==> config.mk <==
export PLATFORM = sky130hd
export DESIGN_NAME = mem_if_stage_flat
export DESIGN_NICKNAME = d
export VERILOG_FILES = /design/src/rtl/mem_if_stage_pkg.sv /design/src/rtl/mem_if_stage_if.sv /design/src/rtl/mem_if_stage_regs.sv /design/src/rtl/mem_if_stage.sv /design/src/flat_wrapper.sv
export SDC_FILE = /design/constraint.sdc
export NUM_CORES = 1
export LEC_CHECK = 0
export ABC_AREA = 1
export BUFFER_PORTS_ARGS = -buffer_cell sky130_fd_sc_hd__clkbuf_2
export CORE_ASPECT_RATIO = 0.6
export CORE_MARGIN = 4
export CORE_UTILIZATION = 48
export DETAILED_ROUTE_END_ITERATION = 16
export PLACE_DENSITY = 0.81
export SYNTH_ARGS = -nofsm -noshare
export SYNTH_HDL_FRONTEND = slang
export SYNTH_HIERARCHICAL = 1
export SYNTH_SLANG_ARGS = --single-unit
==> constraint.sdc <==
create_clock -name Clk -period 1.75 [get_ports Clk]
set_clock_uncertainty 0.05 [all_clocks]
set_input_delay 0.35 -clock Clk [delete_from_list [all_inputs] [get_ports Clk]]
set_output_delay 0.35 -clock Clk [all_outputs]
set_load 0.005 [all_outputs]
==> src/rtl/mem_if_stage_pkg.sv <==
// Shared types for the MAR/MDR memory-interface stage.
// Holds the transaction state encoding and timeout defaults.
package slc3_mem_pkg;

    typedef enum logic [2:0] {
        IDLE,
        RD,
        WR,
        DONE,
        ERR
    } mem_state_t;

    localparam int TIMEOUT_CYC_DEF = 15;
    localparam int CNT_W           = 8;

endpackage

==> src/rtl/mem_if_stage_if.sv <==
// External memory bus between the stage (master) and memory (slave).
interface mem_if_stage_if #(
    parameter int DATA_W = 16,
    parameter int ADDR_W = 16
) ();

    logic [ADDR_W-1:0] mem_addr;
    logic [DATA_W-1:0] mem_wdata;
    logic [DATA_W-1:0] mem_rdata;
    logic              mem_ce;
    logic              mem_oe;
    logic              mem_we;
    logic              mem_ready;

    modport master (
        output mem_addr,
        output mem_wdata,
        output mem_ce,
        output mem_oe,
        output mem_we,
        input  mem_rdata,
        input  mem_ready
    );

    modport slave (
        input  mem_addr,
        input  mem_wdata,
        input  mem_ce,
        input  mem_oe,
        input  mem_we,
        output mem_rdata,
        output mem_ready
    );

endinterface

==> src/rtl/mem_if_stage_regs.sv <==
// MAR and MDR with load enables; MDR takes bus_in or memory read data.
module mar_mdr_regs #(
    parameter int DATA_W = 16,
    parameter int ADDR_W = 16
) (
    input  logic              Clk,
    input  logic              Reset,
    input  logic [DATA_W-1:0] bus_in,
    input  logic [DATA_W-1:0] mem_rdata,
    input  logic              ld_mar,
    input  logic              ld_mdr,
    input  logic              mdr_sel_mem,
    output logic [ADDR_W-1:0] mar_q,
    output logic [DATA_W-1:0] mdr_q
);

    logic [ADDR_W-1:0] mar_d;
    logic [DATA_W-1:0] mdr_d;

    always_comb begin
        mar_d = mar_q;
        mdr_d = mdr_q;
        if (ld_mar) begin
            mar_d = bus_in[ADDR_W-1:0];
        end
        if (ld_mdr) begin
            mdr_d = mdr_sel_mem ? mem_rdata : bus_in;
        end
    end

    always_ff @(posedge Clk or posedge Reset) begin
        if (Reset) begin
            mar_q <= '0;
            mdr_q <= '0;
        end else begin
            mar_q <= mar_d;
            mdr_q <= mdr_d;
        end
    end

endmodule

==> src/rtl/mem_if_stage.sv <==
// Memory-interface stage: MAR/MDR plus a ready-handshaked read/write
// engine with a bounded wait for mem_ready.
module mem_if_stage
    import slc3_mem_pkg::*;
#(
    parameter int DATA_W      = 16,
    parameter int ADDR_W      = 16,
    parameter int TIMEOUT_CYC = TIMEOUT_CYC_DEF
) (
    input  logic              Clk,
    input  logic              Reset,
    input  logic [DATA_W-1:0] bus_in,
    input  logic              LD_MAR,
    input  logic              LD_MDR,
    input  logic              rd_req,
    input  logic              wr_req,
    mem_if_stage_if.master    mem,
    output logic [ADDR_W-1:0] mar_q,
    output logic [DATA_W-1:0] mdr_q,
    output logic              busy,
    output logic              done,
    output logic              err
);

    localparam logic [CNT_W-1:0] CNT_LAST = CNT_W'(TIMEOUT_CYC - 1);

    mem_state_t       state_q;
    mem_state_t       state_d;
    logic [CNT_W-1:0] cnt_q;
    logic [CNT_W-1:0] cnt_d;
    logic             mdr_from_mem;
    logic             ld_ok;

    always_comb begin
        state_d      = state_q;
        cnt_d        = cnt_q;
        mdr_from_mem = 1'b0;
        unique case (state_q)
            IDLE: begin
                if (rd_req) begin
                    state_d = RD;
                    cnt_d   = '0;
                end else if (wr_req) begin
                    state_d = WR;
                    cnt_d   = '0;
                end
            end
            RD, WR: begin
                if (mem.mem_ready) begin
                    state_d      = DONE;
                    mdr_from_mem = (state_q == RD);
                end else if (cnt_q == CNT_LAST) begin
                    state_d = ERR;
                end else begin
                    cnt_d = cnt_q + CNT_W'(1);
                end
            end
            default: begin
                state_d = IDLE;
            end
        endcase
    end

    always_ff @(posedge Clk or posedge Reset) begin
        if (Reset) begin
            state_q <= IDLE;
            cnt_q   <= '0;
        end else begin
            state_q <= state_d;
            cnt_q   <= cnt_d;
        end
    end

    // ERR counts as not busy, so the datapath may reload MAR/MDR there.
    assign ld_ok = (state_q == IDLE) || (state_q == ERR);

    mar_mdr_regs #(
        .DATA_W(DATA_W),
        .ADDR_W(ADDR_W)
    ) u_regs (
        .Clk        (Clk),
        .Reset      (Reset),
        .bus_in     (bus_in),
        .mem_rdata  (mem.mem_rdata),
        .ld_mar     (LD_MAR && ld_ok),
        .ld_mdr     ((LD_MDR && ld_ok) || mdr_from_mem),
        .mdr_sel_mem(mdr_from_mem),
        .mar_q      (mar_q),
        .mdr_q      (mdr_q)
    );

    assign mem.mem_addr  = mar_q;
    assign mem.mem_wdata = mdr_q;
    assign mem.mem_ce    = (state_q == RD) || (state_q == WR);
    assign mem.mem_oe    = (state_q == RD);
    assign mem.mem_we    = (state_q == WR);

    assign busy = (state_q == RD) || (state_q == WR) || (state_q == DONE);
    assign done = (state_q == DONE);
    assign err  = (state_q == ERR);

endmodule

==> src/flat_wrapper.sv <==
// flat-port wrapper written by rule: the top's interface ports become plain ports
module mem_if_stage_flat import slc3_mem_pkg::*;
#(
    parameter int DATA_W      = 16,
    parameter int ADDR_W      = 16,
    parameter int TIMEOUT_CYC = TIMEOUT_CYC_DEF
)
  (Clk, Reset, bus_in, LD_MAR, LD_MDR, rd_req, wr_req, mar_q, mdr_q, busy, done, err, mem_mem_addr, mem_mem_wdata, mem_mem_ce, mem_mem_oe, mem_mem_we, mem_mem_rdata, mem_mem_ready);
  mem_if_stage_if #(.DATA_W(DATA_W), .ADDR_W(ADDR_W)) mem_i ();
  input  logic Clk;
  input  logic Reset;
  input  logic [DATA_W-1:0] bus_in;
  input  logic LD_MAR;
  input  logic LD_MDR;
  input  logic rd_req;
  input  logic wr_req;
  output logic [ADDR_W-1:0] mar_q;
  output logic [DATA_W-1:0] mdr_q;
  output logic busy;
  output logic done;
  output logic err;
  output wire logic [$bits(mem_i.mem_addr)-1:0] mem_mem_addr;
  output wire logic [$bits(mem_i.mem_wdata)-1:0] mem_mem_wdata;
  output wire logic [$bits(mem_i.mem_ce)-1:0] mem_mem_ce;
  output wire logic [$bits(mem_i.mem_oe)-1:0] mem_mem_oe;
  output wire logic [$bits(mem_i.mem_we)-1:0] mem_mem_we;
  input wire logic [$bits(mem_i.mem_rdata)-1:0] mem_mem_rdata;
  input wire logic [$bits(mem_i.mem_ready)-1:0] mem_mem_ready;
  assign mem_mem_addr = mem_i.mem_addr;
  assign mem_mem_wdata = mem_i.mem_wdata;
  assign mem_mem_ce = mem_i.mem_ce;
  assign mem_mem_oe = mem_i.mem_oe;
  assign mem_mem_we = mem_i.mem_we;
  assign mem_i.mem_rdata = mem_mem_rdata;
  assign mem_i.mem_ready = mem_mem_ready;
  mem_if_stage #(.DATA_W(DATA_W), .ADDR_W(ADDR_W), .TIMEOUT_CYC(TIMEOUT_CYC)) u_core (.Clk(Clk), .Reset(Reset), .bus_in(bus_in), .LD_MAR(LD_MAR), .LD_MDR(LD_MDR), .rd_req(rd_req), .wr_req(wr_req), .mem(mem_i), .mar_q(mar_q), .mdr_q(mdr_q), .busy(busy), .done(done), .err(err));
endmodule
==> flow_summary.yaml <==
yosys:
  syn_area_mm2: 0.00249
  synth_top_area_cell: "dfrtp_1"
  ys.flop_type: "dfrtp_1"
  synth_edf_count: 0
  synthTopCellsByArea: "dfrtp_1 (43%), nand2_1 (15%), buf_4 (11%), inv_1 (7.1%), nand3_1 (5.4%)"
  yosysTopAreaCellShare_pct: 43.2
  syn_area_per_cell_um2: 7.40
  synthCells: 337
  yosysMostFrequentCell: "nand2_1"
  async_reset_ff_share_pct: 100
  synth_cell_type_count: 23
  ys_seq_area_share_pct: 43.2
  yosys_warnings: 6
  synthTopCellsByCount: "nand2_1 (101), inv_1 (47), dfrtp_1 (43)"
  syn_nets: 378
  synth-seq-cells: 43
critical_path:
  worstPathRequired_ns: 1.35
  critPathMaxFanout: 5
  endpoint_kind: "output pin"
  arrival_ns: 1.26
  cpPeakStageDelay_ns: 0.44
  rrSetupSlack_ns: 0.24
  crit_slowest_cell: "dfrtp_1"
  worstReg2RegStart: "u_core/cnt_q[0]"
  r2r_cells: 10
  startpoint_type: "flop"
  path_class: "reg -> out"
  reg2reg_to: "u_core/cnt_q[1]"
  worstPathCellList: "nor2_2, inv_1, nor2_1, clkbuf_2"
timing:
  slew_viol_final: 0
  fin_crit_sh_pct: 95.1
  hold_viol: 6
  worstMarginPinSlew_ns: 0.448
  max_freq_mhz: 601
  slew_headroom_pct: 70.1
  setup_viol: 0
  fin_crit_ns: 1.66
  rsz0062_at_grt: "true"
  hold_ws_ns: -0.00340
global_routing:
  grt_antenna_before_repair: 0
  grt_use_met3_pct: 4.35
  grt_use_met2_pct: 30.6
  grt_pass1_wl_um: 10300
  grt_start_max_net_pins: 33
  gr-usage-met1_pct: 28.1
  grt.busiest_layer: "met2"
  grt_pass1_vias: 2162
  grt-ovfl-total: 0
  grt_util_all_layers_pct: 19.5
cells_and_area:
  fin_nets: 456
  fillers: 444
  syn2layout_area_growth_pct: 19.0
  antennaDiodeCount: 0
  layout.cells.non_filler: 479
  drive_gt1_share_pct: 32.7
detailed_routing:
  post-route-drc-count: 0
  dr.pass1.iters: 5
  wl_per_cell_um: 13.0
  detail_route.wirelength_um: 6210
  ant_nets: 0
  drt_iter0_markers: 200
  via_per_inst: 4.83
  route.vias.total: 2313
clock_network:
  htreeDepth: 2
  cts_setup_buffers: 0
  cts-root-buf: "clkbuf_8"
  insertion_delay_ns: 0.29
  cts_hold_buf: 0
  cts_buffers: 5
  cts_tree: "done"
  clk_pin_slew_ns: 0.09
  clk_path_buf_depth: 2
  cts_sinks: 43
floorplanning:
  die-area_mm2: 0.00645
  fp.coreArea_mm2: 0.00478
  fp.dieW_um: 101
  rows: 19
  initial_core_util_pct: 52.2
  fp.dieH_um: 63.8
  io_pins: 109
place:
  gp_congestion: 0.876
  place_inst: 471
  numPortBuffers: 108
  hpwl_um: 4800
outcome:
  status: "finished with violations"
  violations: "hold timing"
pwr:
  leakagePower_nw: 1.77
  ir_worst_vdd_v: 0.000963
  powerDensity_mw_per_mm2: 1720
run:
  cap_violations: 0
hold_path:
  holdCritPathClass: "in -> async"
-- report_power, final --
part           switching, mW  internal [mW]  leakage [nW]  total [mW]
sequential             0.387           1.42         0.521        1.81
combinational           1.48           1.04          1.19        2.52
clock                  0.351          0.425        0.0581       0.776
-- kinds of logic after synthesis --
kind of cell               share of synthesized area (%)
adders and majority gates                           1.00
and+or+nand+nor                                     29.4
xor gates and xnor gates                            1.05
buffers and inverters                               20.4
AOI/OAI and AO/OA                                   5.02
DFF                                                 43.2
-- layer usage --
metal	vias to the layer above	wire [µm]
met4	0	42
met1	1032	2820
met3	7	627
met2	126	2730
li1	1148	-
met5	-	0
-- cells in the final DEF (no fill, tap or decap), types with 3 or more instances in the layout --
cell type,netlist,layout
nor2_1,35,34
a21oi_1,17,17
inv_1,47,46
clkbuf_8,0,5
nand3_1,27,27
nor3_1,4,4
nor2_2,2,3
buf_4,37,4
dfrtp_1,43,43
nand2_1,101,101
clkbuf_2,0,108
-- through the flow --
step                TNS [ns]  area, µm²  total power, mW  setup slack (ns)  utilization [%]
global route         -0.0450       2970             5.54           -0.0427             62.1
CTS                        0       2970             5.15           0.00672             62.1
finish                     0       2970             5.11            0.0857             62.1
floorplan                  0       2490             3.64             0.345                -
global placement           0       2850             4.28             0.280             59.7
detailed placement         0       2850             4.36             0.220             59.7
-- critical path, delay by kind of cell (launching register included) --
kind	cells	cell delay (ns)
buffers and inverters	2	0.21
DFF	1	0.44
and+or+nand+nor	2	0.32
-- sequential cells by signal, indices dropped and copies added (netlist names) --
name	cells
u_core/u_regs/mar_q	16
u_core/u_regs/mdr_q	16
u_core/cnt_q	8
u_core/state_q	3
-- cell type report --
type                            count  area [µm²]  area share [%]
Sequential cell                    43        1080            36.3
Inverter                           50         193            6.50
Clock inverter                      3        43.8            1.48
Tap cell                           63        78.8            2.66
Clock buffer                        5        68.8            2.32
Multi-Input combinational cell    202         916            30.9
Timing Repair Buffer              113         591            19.9
-- timing repair --
action / CTS / global route
endpoints found under the setup margin: 0 / 2
endpoints found under the hold margin: 0 / 0
resized for setup: 0 / 1
-- worst max path at each step --
stage | startpoint | to | cells past startpoint
after detailed placement | u_core/state_q[2] | u_core/u_regs/mdr_q[7] | 8
final | u_core/state_q[0] | err | 4
after CTS | u_core/state_q[2] | mem_mem_ce | 4
after global placement | u_core/state_q[2] | u_core/u_regs/mdr_q[7] | 8
after floorplan | u_core/state_q[2] | u_core/u_regs/mdr_q[0] | 8
after global routing | u_core/state_q[0] | err | 4
Power figures use the tool's default switching activity.
